==> src/rtl/i2s_resample_sched.sv <==
// i2s_resample_sched
//   Bit-clock scheduler for an I2S output that reads from an 8-entry sample
//   FIFO filled in another clock domain. It generates the output word
//   select, the per-bit read address for the serialising datapath and a
//   bit-clock enable. Whenever a FIFO entry has been used for
//   FRAMES_PER_SAMPLE frames it advances the read index. The step size
//   depends on FIFO occupancy, so the output rate slips to follow the
//   writer: +2 (drop) when the FIFO is nearly full, +0 (repeat) when it is
//   nearly empty, and +1 otherwise.
//
// Ports
//   I2S_BCK      in   single clock, all logic on its rising edge
//   reset        in   asynchronous, active-high reset
//   enable       in   run request (synchronous)
//   wr_idx_gray  in   [2:0] Gray-coded FIFO write index (foreign domain)
//   rd_idx       out  [2:0] FIFO entry currently read
//   I2S_WS_OUT   out  word select: 0 = left half, 1 = right half
//   chan_sel     out  channel of the bit being read (0 = L, 1 = R)
//   bit_sel      out  [3:0] bit index being read, MSB first
//   shift_en     out  valid qualifier for chan_sel/bit_sel
//   mute         out  datapath sends zeros instead of FIFO data
//   bck_en       out  bit-clock gate enable
//   drop_pulse   out  1-cycle pulse: one entry skipped
//   repeat_pulse out  1-cycle pulse: entry reused
//   state        out  [1:0] FSM state: 0 IDLE, 1 FILL, 2 RUN
//
// Handshake: shift_en is a plain valid for {chan_sel, bit_sel}. The
// datapath has no ready, and it must consume the bit in every cycle in
// which shift_en is 1. While shift_en is 0, chan_sel and bit_sel are 0.
//
// Build option: define I2S_SCHED_CLK_GATING_EN to gate bck_en down to the
// shifting cycles plus one trailing cycle. When the macro is not defined,
// bck_en is high in FILL and RUN.
//
// Every output is registered. Each one shows the frame position
// (fcnt/state) of the previous cycle.

module i2s_resample_sched #(
  parameter int FRAME_BCK         = 83,
  parameter int RIGHT_START       = 42,
  parameter int SAMPLE_BITS       = 16,
  parameter int FRAMES_PER_SAMPLE = 2,
  parameter int HI_TH             = 6,
  parameter int LO_TH             = 1,
  parameter int START_TH          = 4
) (
  input  logic       I2S_BCK,
  input  logic       reset,
  input  logic       enable,
  input  logic [2:0] wr_idx_gray,
  output logic [2:0] rd_idx,
  output logic       I2S_WS_OUT,
  output logic       chan_sel,
  output logic [3:0] bit_sel,
  output logic       shift_en,
  output logic       mute,
  output logic       bck_en,
  output logic       drop_pulse,
  output logic       repeat_pulse,
  output logic [1:0] state
);

  localparam int FW = $clog2(FRAME_BCK);
  localparam int NW = (FRAMES_PER_SAMPLE > 1) ? $clog2(FRAMES_PER_SAMPLE) : 1;

  localparam logic [FW-1:0] F_LAST = FW'(FRAME_BCK - 1);
  localparam logic [FW-1:0] F_RS   = FW'(RIGHT_START);
  localparam logic [FW-1:0] F_SB   = FW'(SAMPLE_BITS);
  localparam logic [FW-1:0] F_RE   = FW'(RIGHT_START + SAMPLE_BITS);
  localparam logic [FW-1:0] F_SBM1 = FW'(SAMPLE_BITS - 1);
  localparam logic [NW-1:0] N_LAST = NW'(FRAMES_PER_SAMPLE - 1);

  localparam logic [2:0] HI    = 3'(HI_TH);
  localparam logic [2:0] LO    = 3'(LO_TH);
  localparam logic [2:0] START = 3'(START_TH);

  typedef enum logic [1:0] {
    S_IDLE = 2'd0,
    S_FILL = 2'd1,
    S_RUN  = 2'd2
  } state_t;

  state_t        cur_state, state_nxt;
  logic [FW-1:0] fcnt, fcnt_nxt;
  logic [NW-1:0] frm_cnt, frm_nxt;
  logic [2:0]    rd_nxt;
  logic          stop_pend, stop_nxt;
  logic          drop_nxt, rep_nxt;

  logic [2:0]    sync1, sync2;
  logic [2:0]    wr_bin, occ;
  logic          wrap;

  // Write-index crossing. A Gray code changes one bit per step, so the
  // two-flop synchronizer always yields either the old or the new index.
  always_ff @(posedge I2S_BCK or posedge reset) begin
    if (reset) begin
      sync1 <= 3'd0;
      sync2 <= 3'd0;
    end else begin
      sync1 <= wr_idx_gray;
      sync2 <= sync1;
    end
  end

  assign wr_bin[2] = sync2[2];
  assign wr_bin[1] = sync2[2] ^ sync2[1];
  assign wr_bin[0] = sync2[2] ^ sync2[1] ^ sync2[0];
  assign occ       = wr_bin - rd_idx;   // mod-8 wrap is intended

  assign wrap  = (fcnt == F_LAST);
  assign state = cur_state;

  // FSM state register
  always_ff @(posedge I2S_BCK or posedge reset) begin
    if (reset) cur_state <= S_IDLE;
    else       cur_state <= state_nxt;
  end

  // Next state, frame counting and read-index slip decisions
  always_comb begin
    state_nxt = cur_state;
    fcnt_nxt  = fcnt;
    frm_nxt   = frm_cnt;
    rd_nxt    = rd_idx;
    stop_nxt  = stop_pend;
    drop_nxt  = 1'b0;
    rep_nxt   = 1'b0;
    case (cur_state)
      S_IDLE: begin
        fcnt_nxt = '0;
        frm_nxt  = '0;
        stop_nxt = 1'b0;
        if (enable) state_nxt = S_FILL;
      end
      S_FILL, S_RUN: begin
        // A stop request is remembered so the current frame always finishes.
        stop_nxt = stop_pend | ~enable;
        fcnt_nxt = wrap ? '0 : fcnt + 1'b1;
        if (wrap) begin
          if (stop_nxt) begin
            state_nxt = S_IDLE;
            frm_nxt   = '0;
            stop_nxt  = 1'b0;
          end else if (cur_state == S_FILL) begin
            frm_nxt = '0;
            if (occ >= START) state_nxt = S_RUN;
          end else if (frm_cnt == N_LAST) begin
            frm_nxt = '0;
            // An empty FIFO overrides slip handling: refill and hold rd_idx.
            if (occ == 3'd0) begin
              state_nxt = S_FILL;
            end else if (occ >= HI) begin
              rd_nxt   = rd_idx + 3'd2;
              drop_nxt = 1'b1;
            end else if (occ <= LO) begin
              rep_nxt = 1'b1;
            end else begin
              rd_nxt = rd_idx + 3'd1;
            end
          end else begin
            frm_nxt = frm_cnt + 1'b1;
          end
        end
      end
      default: state_nxt = S_IDLE;
    endcase
  end

  // Output decode from the current frame position. It is registered below,
  // which gives every output the same one-cycle latency.
  logic          active, in_l, in_r;
  logic          ws_d, shift_d, chan_d, mute_d, bck_d;
  logic [FW-1:0] offs;
  logic [3:0]    bit_d;

  always_comb begin
    active  = (cur_state != S_IDLE);
    in_l    = (fcnt < F_SB);
    in_r    = (fcnt >= F_RS) && (fcnt < F_RE);
    shift_d = active && (in_l || in_r);
    chan_d  = shift_d && in_r;
    offs    = in_r ? (fcnt - F_RS) : fcnt;
    bit_d   = shift_d ? 4'(F_SBM1 - offs) : 4'd0;
    ws_d    = active && (fcnt >= F_RS);
    mute_d  = (cur_state != S_RUN);
`ifdef I2S_SCHED_CLK_GATING_EN
    // Keep the clock running for one cycle after the last shifted bit.
    bck_d   = shift_d | shift_en;
`else
    bck_d   = active;
`endif
  end

  always_ff @(posedge I2S_BCK or posedge reset) begin
    if (reset) begin
      fcnt         <= '0;
      frm_cnt      <= '0;
      rd_idx       <= 3'd0;
      stop_pend    <= 1'b0;
      I2S_WS_OUT   <= 1'b0;
      shift_en     <= 1'b0;
      chan_sel     <= 1'b0;
      bit_sel      <= 4'd0;
      mute         <= 1'b1;
      bck_en       <= 1'b0;
      drop_pulse   <= 1'b0;
      repeat_pulse <= 1'b0;
    end else begin
      fcnt         <= fcnt_nxt;
      frm_cnt      <= frm_nxt;
      rd_idx       <= rd_nxt;
      stop_pend    <= stop_nxt;
      I2S_WS_OUT   <= ws_d;
      shift_en     <= shift_d;
      chan_sel     <= chan_d;
      bit_sel      <= bit_d;
      mute         <= mute_d;
      bck_en       <= bck_d;
      drop_pulse   <= drop_nxt;
      repeat_pulse <= rep_nxt;
    end
  end

endmodule

==> config.mk <==
export PLATFORM = sky130hd
export DESIGN_NAME = i2s_resample_sched
export DESIGN_NICKNAME = d
export VERILOG_FILES = /design/src/rtl/i2s_resample_sched.sv
export SDC_FILE = /design/constraint.sdc
export NUM_CORES = 1
export LEC_CHECK = 0
export CAP_MARGIN = 5
export CORE_UTILIZATION = 30
export CTS_CLUSTER_SIZE = 30
export DETAILED_ROUTE_END_ITERATION = 8
export SLEW_MARGIN = 20
export SYNTH_ARGS = -nofsm -noshare
export SYNTH_HDL_FRONTEND = slang
export SYNTH_SLANG_ARGS = --single-unit
==> constraint.sdc <==
create_clock -name I2S_BCK -period 2.63 [get_ports I2S_BCK]
set_input_delay 0.263 -clock I2S_BCK [delete_from_list [all_inputs] [get_ports I2S_BCK]]
set_output_delay 0.263 -clock I2S_BCK [all_outputs]
set_load 0.05 [all_outputs]
==> results.cfg, run 1 <==
[place]
place_area_sq_mm = 0.00192
place.detailed.hpwl_um = 2230
globalplace.congestion = 0.819
dp_slack_ps = 63.1
io_buffers = 21

[power_and_ir_drop]
vdd_drop_max_v = 0.000172
power_density_mw_per_mm2 = 435
leakagePower_nw = 0.913
total_power_uw = 874

[grt]
grt-ovfl-total = 0
grt_usage_pct = 12.6
antenna_found_initial = 0
grt_max_degree = 18
grt_pass1_vias = 1086
grt_pass1_wl_um = 5110

[clock_tree]
cts_tree = yes
clk_pin_slew_ps = 60
clkSinkCount = 31
h-tree-depth = 2
cts_root_buffer = clkbuf_8
cts-buffers-inserted = 5
post-cts-setup-buffers = 0
cts.path.max_buffers = 2
worstSkewPairLatency_ps = 270

[detailed_routing]
drc = 0
drt-initial-drc-count = 90
wirelength_um = 2930
ant_nets = 0
vias = 1122
viasPerCell = 4.54
drt_first_pass_iters = 4
wl_per_cell_um = 11.9

[logic_synthesis]
synth-edff-count = 0
ys_warn_count = 0
synthCells = 144
ys_ff_latch = 31
synth_nets = 162
synthesis.area_sq_mm = 0.00158
ys_seq_area_share_pct = 49.2
synth_ff_type = dfrtp_1
syn_area_per_cell_sq_um = 11.0
async_flop_share_pct = 100
synth_cell_types = 45

[cells_and_area]
layout-area-overhead-vs-synth_pct = 27.2
fill_cells = 528
mostFrequentLayoutCells = dfrtp_1, clkdlybuf4s50_1, nor2_1, inv_1, ha_1
drive_gt1_share_pct = 12.4
layout.nets = 194
finish.instance_area_sq_mm = 0.00201
final_common_cell = dfrtp_1
n_antenna_cell = 0

[timing]
slew_violations = 0
hold_viol = 0
worst_slew_pin_slew_ps = 629
fin_ws_ps = 150
fin_skew_ps = 4.87
max_freq_ghz = 0.403
fin_tns_setup_ps = 0
setup_violations = 0
fin_crit_sh_pct = 94.3
slew_headroom_pct = 58.0
finalCriticalPeriod_ps = 2480

[setup_path]
critPathKind = flip-flop to flip-flop
cp-end-kind = flip-flop
crit_arrival_ps = 2640
cp.required_ps = 2790
worstPathCellList = xnor2_2, xor2_1, ha_1, fa_1, xnor3_1, a221o_1, nor3_2, mux2_2
path_max_fanout = 3
start_kind = flip-flop
slowest_delay_ps = 400
crit_slowest_cell = dfrtp_1

[floorplanning]
fp-row-count = 26
ios = 22
core_sq_mm = 0.00507
die-width_um = 74.6
die-area_sq_mm = 0.00556
start_util_pct = 31.1
die_h_um = 74.6

[status]
status = finished, final reports clean

[hold_path]
hold_path.class = flip-flop to flip-flop

[job]
drv_cap = 0
## final cells by class
| class | instances | area (sq um) | share of cell area (%) |
|---|---|---|---|
| inverter | 13 | 48.8 | 2.43 |
| clock buffer | 7 | 76.3 | 3.80 |
| multi-input combinational | 95 | 737 | 36.7 |
| timing repair buffer | 30 | 278 | 13.8 |
| sequential | 31 | 777 | 38.7 |
| clock inverter | 1 | 5.00 | 0.249 |
| tap | 70 | 87.6 | 4.36 |
## worst paths after layout
path / from / to / cells after the start / slack, ps
max: sync2[2] / state[0] / 8 / 150
min: sync1[0] / sync2[0] / 0 / 350
max reg2reg: sync2[2] / state[0] / 8 / 150
min reg2reg: sync1[0] / sync2[0] / 0 / 350
max in group asynchronous: reset / mute / 3 / 1620
min in group asynchronous: reset / fcnt[1] / 2 / 370
## metal layers
layer	wire length (um)	GRT usage, %	part of all wire (%)	vias up
met1	1440	16.7	49	532
li1	-	-	-	562
met4	43	5.66	1.5	0
met2	1290	17.9	44	26
met5	0	0	0	-
met3	161	5.42	5.5	2
## sequential cells by signal, indices dropped and copies added (netlist names)
name / flops
repeat_pulse: 1
rd_idx: 3
state: 2
bck_en: 1
sync2: 3
I2S_WS_OUT: 1
mute: 1
stop_pend: 1
frm_cnt: 1
chan_sel: 1
drop_pulse: 1
shift_en: 1
fcnt: 7
bit_sel: 4
sync1: 3
## cells in the mapped netlist, types with 3 or more instances
master | n | area share, %
a21boi_0 | 3 | 1.4
a21oi_1 | 3 | 0.95
dfrtp_1 | 30 | 48
ha_1 | 11 | 8.7
inv_1 | 13 | 3.1
nand2_1 | 7 | 1.7
nor2_1 | 16 | 3.8
nor3_1 | 6 | 1.9
o21ai_0 | 4 | 1.3
xnor2_1 | 3 | 1.7
xor2_1 | 5 | 2.8
## power by group
part / internal [mW] / switching [mW] / total (mW)
Sequential: 0.482 / 0.00256 / 0.484
Clock: 0.185 / 0.162 / 0.347
Combinational: 0.0197 / 0.0228 / 0.0425
## kinds of logic after synthesis
group                      share of synthesized area (%)
and+or+nand+nor                                     16.5
buffers and inverters                               4.99
AOI/OAI and AO/OA                                   9.90
muxes                                               2.06
xor gates and xnor gates                            7.36
adders and majority gates                           9.98
DFF                                                 49.2
## critical path, delay by kind of cell, from the launching register on
kind / cells / cell delay [ps]
adders and majority gates: 2 / 610
xor gates and xnor gates: 3 / 540
DFF: 1 / 400
muxes: 1 / 350
AOI/OAI and AO/OA: 1 / 320
and+or+nand+nor: 1 / 150
## timing repair
item	in CTS	in global routing
resized for setup	0	1
setup endpoints to repair	0	2
hold endpoints to repair	0	0
hold buffers	0	0
## per-stage QoR
stage / instances / util, % / hold WS, ps
2_1_floorplan: 144 / - / 294
3_3_place_gp: 239 / 37.9 / 336
3_5_place_dp: 239 / 37.9 / 340
4_1_cts: 247 / 39.5 / 355
5_1_grt: 247 / 39.6 / 368
6_report: 247 / 39.6 / 352
Power figures use the tool's default switching activity.
==> inputs of run 2 (changes only) <==
--- a/config.mk
+++ b/config.mk
@@ -9,7 +9,6 @@
 export CORE_UTILIZATION = 30
 export CTS_CLUSTER_SIZE = 30
 export DETAILED_ROUTE_END_ITERATION = 8
-export SLEW_MARGIN = 20
 export SYNTH_ARGS = -nofsm -noshare
 export SYNTH_HDL_FRONTEND = slang
 export SYNTH_SLANG_ARGS = --single-unit
==> results of run 2 <==
The final DEF is identical to that of run 1; final timing and power are the same.
==> inputs of run 3 (changes only) <==
--- a/config.mk
+++ b/config.mk
@@ -6,9 +6,11 @@
 export NUM_CORES = 1
 export LEC_CHECK = 0
 export CAP_MARGIN = 5
+export CORE_MARGIN = 2
 export CORE_UTILIZATION = 30
 export CTS_CLUSTER_SIZE = 30
 export DETAILED_ROUTE_END_ITERATION = 8
+export GPL_TIMING_DRIVEN = 1
 export SYNTH_ARGS = -nofsm -noshare
 export SYNTH_HDL_FRONTEND = slang
 export SYNTH_SLANG_ARGS = --single-unit
==> run 3 against run 2 <==
  * Cell area rose by 1.1%
  * Clock skew down 1.1 ps
  * Register-to-register slack barely moved
  * Sequential cell count unchanged
  * Non-clock buffer count is the same
==> results.cfg, run 3 (synthesized netlist as in run 1, its figures left out) <==
[detailed_routing]
ant_nets = 0
drt_first_pass_iters = 4
wirelength_um = 2930
viasPerCell = 4.57
wl_per_cell_um = 11.8
drc = 0
drt-initial-drc-count = 71
vias = 1130

[clock_tree]
clkSinkCount = 31
h-tree-depth = 2
cts_tree = yes
cts-buffers-inserted = 5
cts_root_buffer = clkbuf_8
clk_pin_slew_ps = 60
worstSkewPairLatency_ps = 280
cts.path.max_buffers = 2

[power_and_ir_drop]
comb_power_share_pct = 4.5
p_int_uw = 739
total_power_uw = 934
power_density_mw_per_mm2 = 460
pwr-share-seq_pct = 51.9
switching_share_pct = 20.8
vdd_drop_max_v = 0.000183
switching_power_uw = 194
clkPwrFrac_pct = 43.6
leakagePower_nw = 0.925

[grt]
grt_usage_pct = 11.5
grt_max_degree = 32
antenna_found_initial = 0
grt_pass1_vias = 1134
grt-ovfl-total = 0
grt_pass1_wl_um = 5290

[status]
status = finished, final reports clean

[timing]
setup_violations = 0
worst_slew_pin_slew_ps = 507
fin_skew_ps = 3.77
hold_viol = 0
rsz0062_at_grt = no
slew_headroom_pct = 66.1
fin_crit_sh_pct = 94.4
finalCriticalPeriod_ps = 2480
fin_tns_setup_ps = 0
hold_ws_ps = 357
fin_ws_ps = 148
slew_violations = 0
max_freq_ghz = 0.403

[floorplanning]
ios = 22
fp-row-count = 26
die-width_um = 76.6
core_sq_mm = 0.00511
die_h_um = 76.6
die-area_sq_mm = 0.00586
start_util_pct = 30.9

[hold_path]
min-delay-start = sync1[0]
hold_path.class = flip-flop to flip-flop
min_to = sync2[0]
worstHoldPathCells = 0

[cells_and_area]
layout-area-overhead-vs-synth_pct = 28.5
top_register = fcnt
n_antenna_cell = 0
mostFrequentLayoutCells = dfrtp_1, clkdlybuf4s50_1, nor2_1, inv_1, ha_1
largest_register_ff_count = 7
final_common_cell = dfrtp_1
largestRegisters = fcnt: 7 flops, bit_sel: 4 flops
finish.instance_area_sq_mm = 0.00203
drive_gt1_share_pct = 13.6
layout.nets = 194
final_cells = 247
utilization_pct = 39.8

[setup_path]
cp-end-kind = flip-flop
start_kind = flip-flop
cp.required_ps = 2800
r2r-end = state[0]
critPathKind = flip-flop to flip-flop
crit_family = XOR/XNOR gates
crit_slowest_cell = dfrtp_1
r2r-start = sync2[2]
slowest_delay_ps = 410
reg2reg_slack_ps = 150
startpoint = sync2[2]
worstPathCellList = xnor2_2, xor2_1, ha_1, fa_2, xnor3_1, a221o_1, nor3_2, mux2_2
crit_arrival_ps = 2650
path_max_fanout = 3
r2r_cells = 8
worst-path-buf-inv = 0

[job]
drv_cap = 0

[place]
globalplace.congestion = 0.763
place.detailed.hpwl_um = 2130
io_buffers = 21
post-place-cells = 239
place_area_sq_mm = 0.00192
dp_slack_ps = 59.3
[run 3: cell count changes in the layout (fill, tap and decap cells not counted)]
cell | before | now
clkbuf_1 | 2 | 1
fa_1 | 1 | 0
clkinv_2 | 1 | 0
clkbuf_8 | 5 | 7
fa_2 | 0 | 1
[run 3: layout make-up]
cell class	instances	area [sq um]
well taps	70	87.6
multi-input cells	95	739
inverters	13	48.8
fillers	527	3080
flip-flops and latches	31	777
clock buffers	8	100
repair buffers	30	278
[run 3: timing repair]
action | in CTS | in global routing
endpoints found under the setup margin | 0 | 2
hold buffers | 0 | 0
buffers inserted | 0 | 0
gates resized for setup | 0 | 2
[run 3: power by group through the flow]
stage / Sequential, mW / Clock (mW) / Combinational [mW]
after floorplan: 0.493 / 0 / 0.0241
after global placement: 0.493 / 0 / 0.0423
after detailed placement: 0.493 / 0 / 0.0424
after CTS: 0.484 / 0.425 / 0.0425
after global routing: 0.485 / 0.442 / 0.0487
final: 0.484 / 0.407 / 0.0418
[run 3: worst max-delay path by stage]
| stage | endpoint | slack, ps | depth (start not counted) |
|---|---|---|---|
| after floorplan | state[0] | 40 | 8 |
| after global placement | state[0] | 120 | 8 |
| after detailed placement | state[0] | 60 | 8 |
| after CTS | state[0] | 60 | 8 |
| after global routing | state[0] | 8 | 8 |
| final | state[0] | 150 | 8 |
[run 3: metal layers]
| layer | share of wire, % | global-route usage (%) | up-vias |
|---|---|---|---|
| met3 | 5.8 | 4.15 | 7 |
| met1 | 51 | 15.0 | 533 |
| li1 | - | - | 563 |
| met5 | 0 | 0 | - |
| met4 | 2.2 | 6.00 | 0 |
| met2 | 41 | 16.5 | 27 |
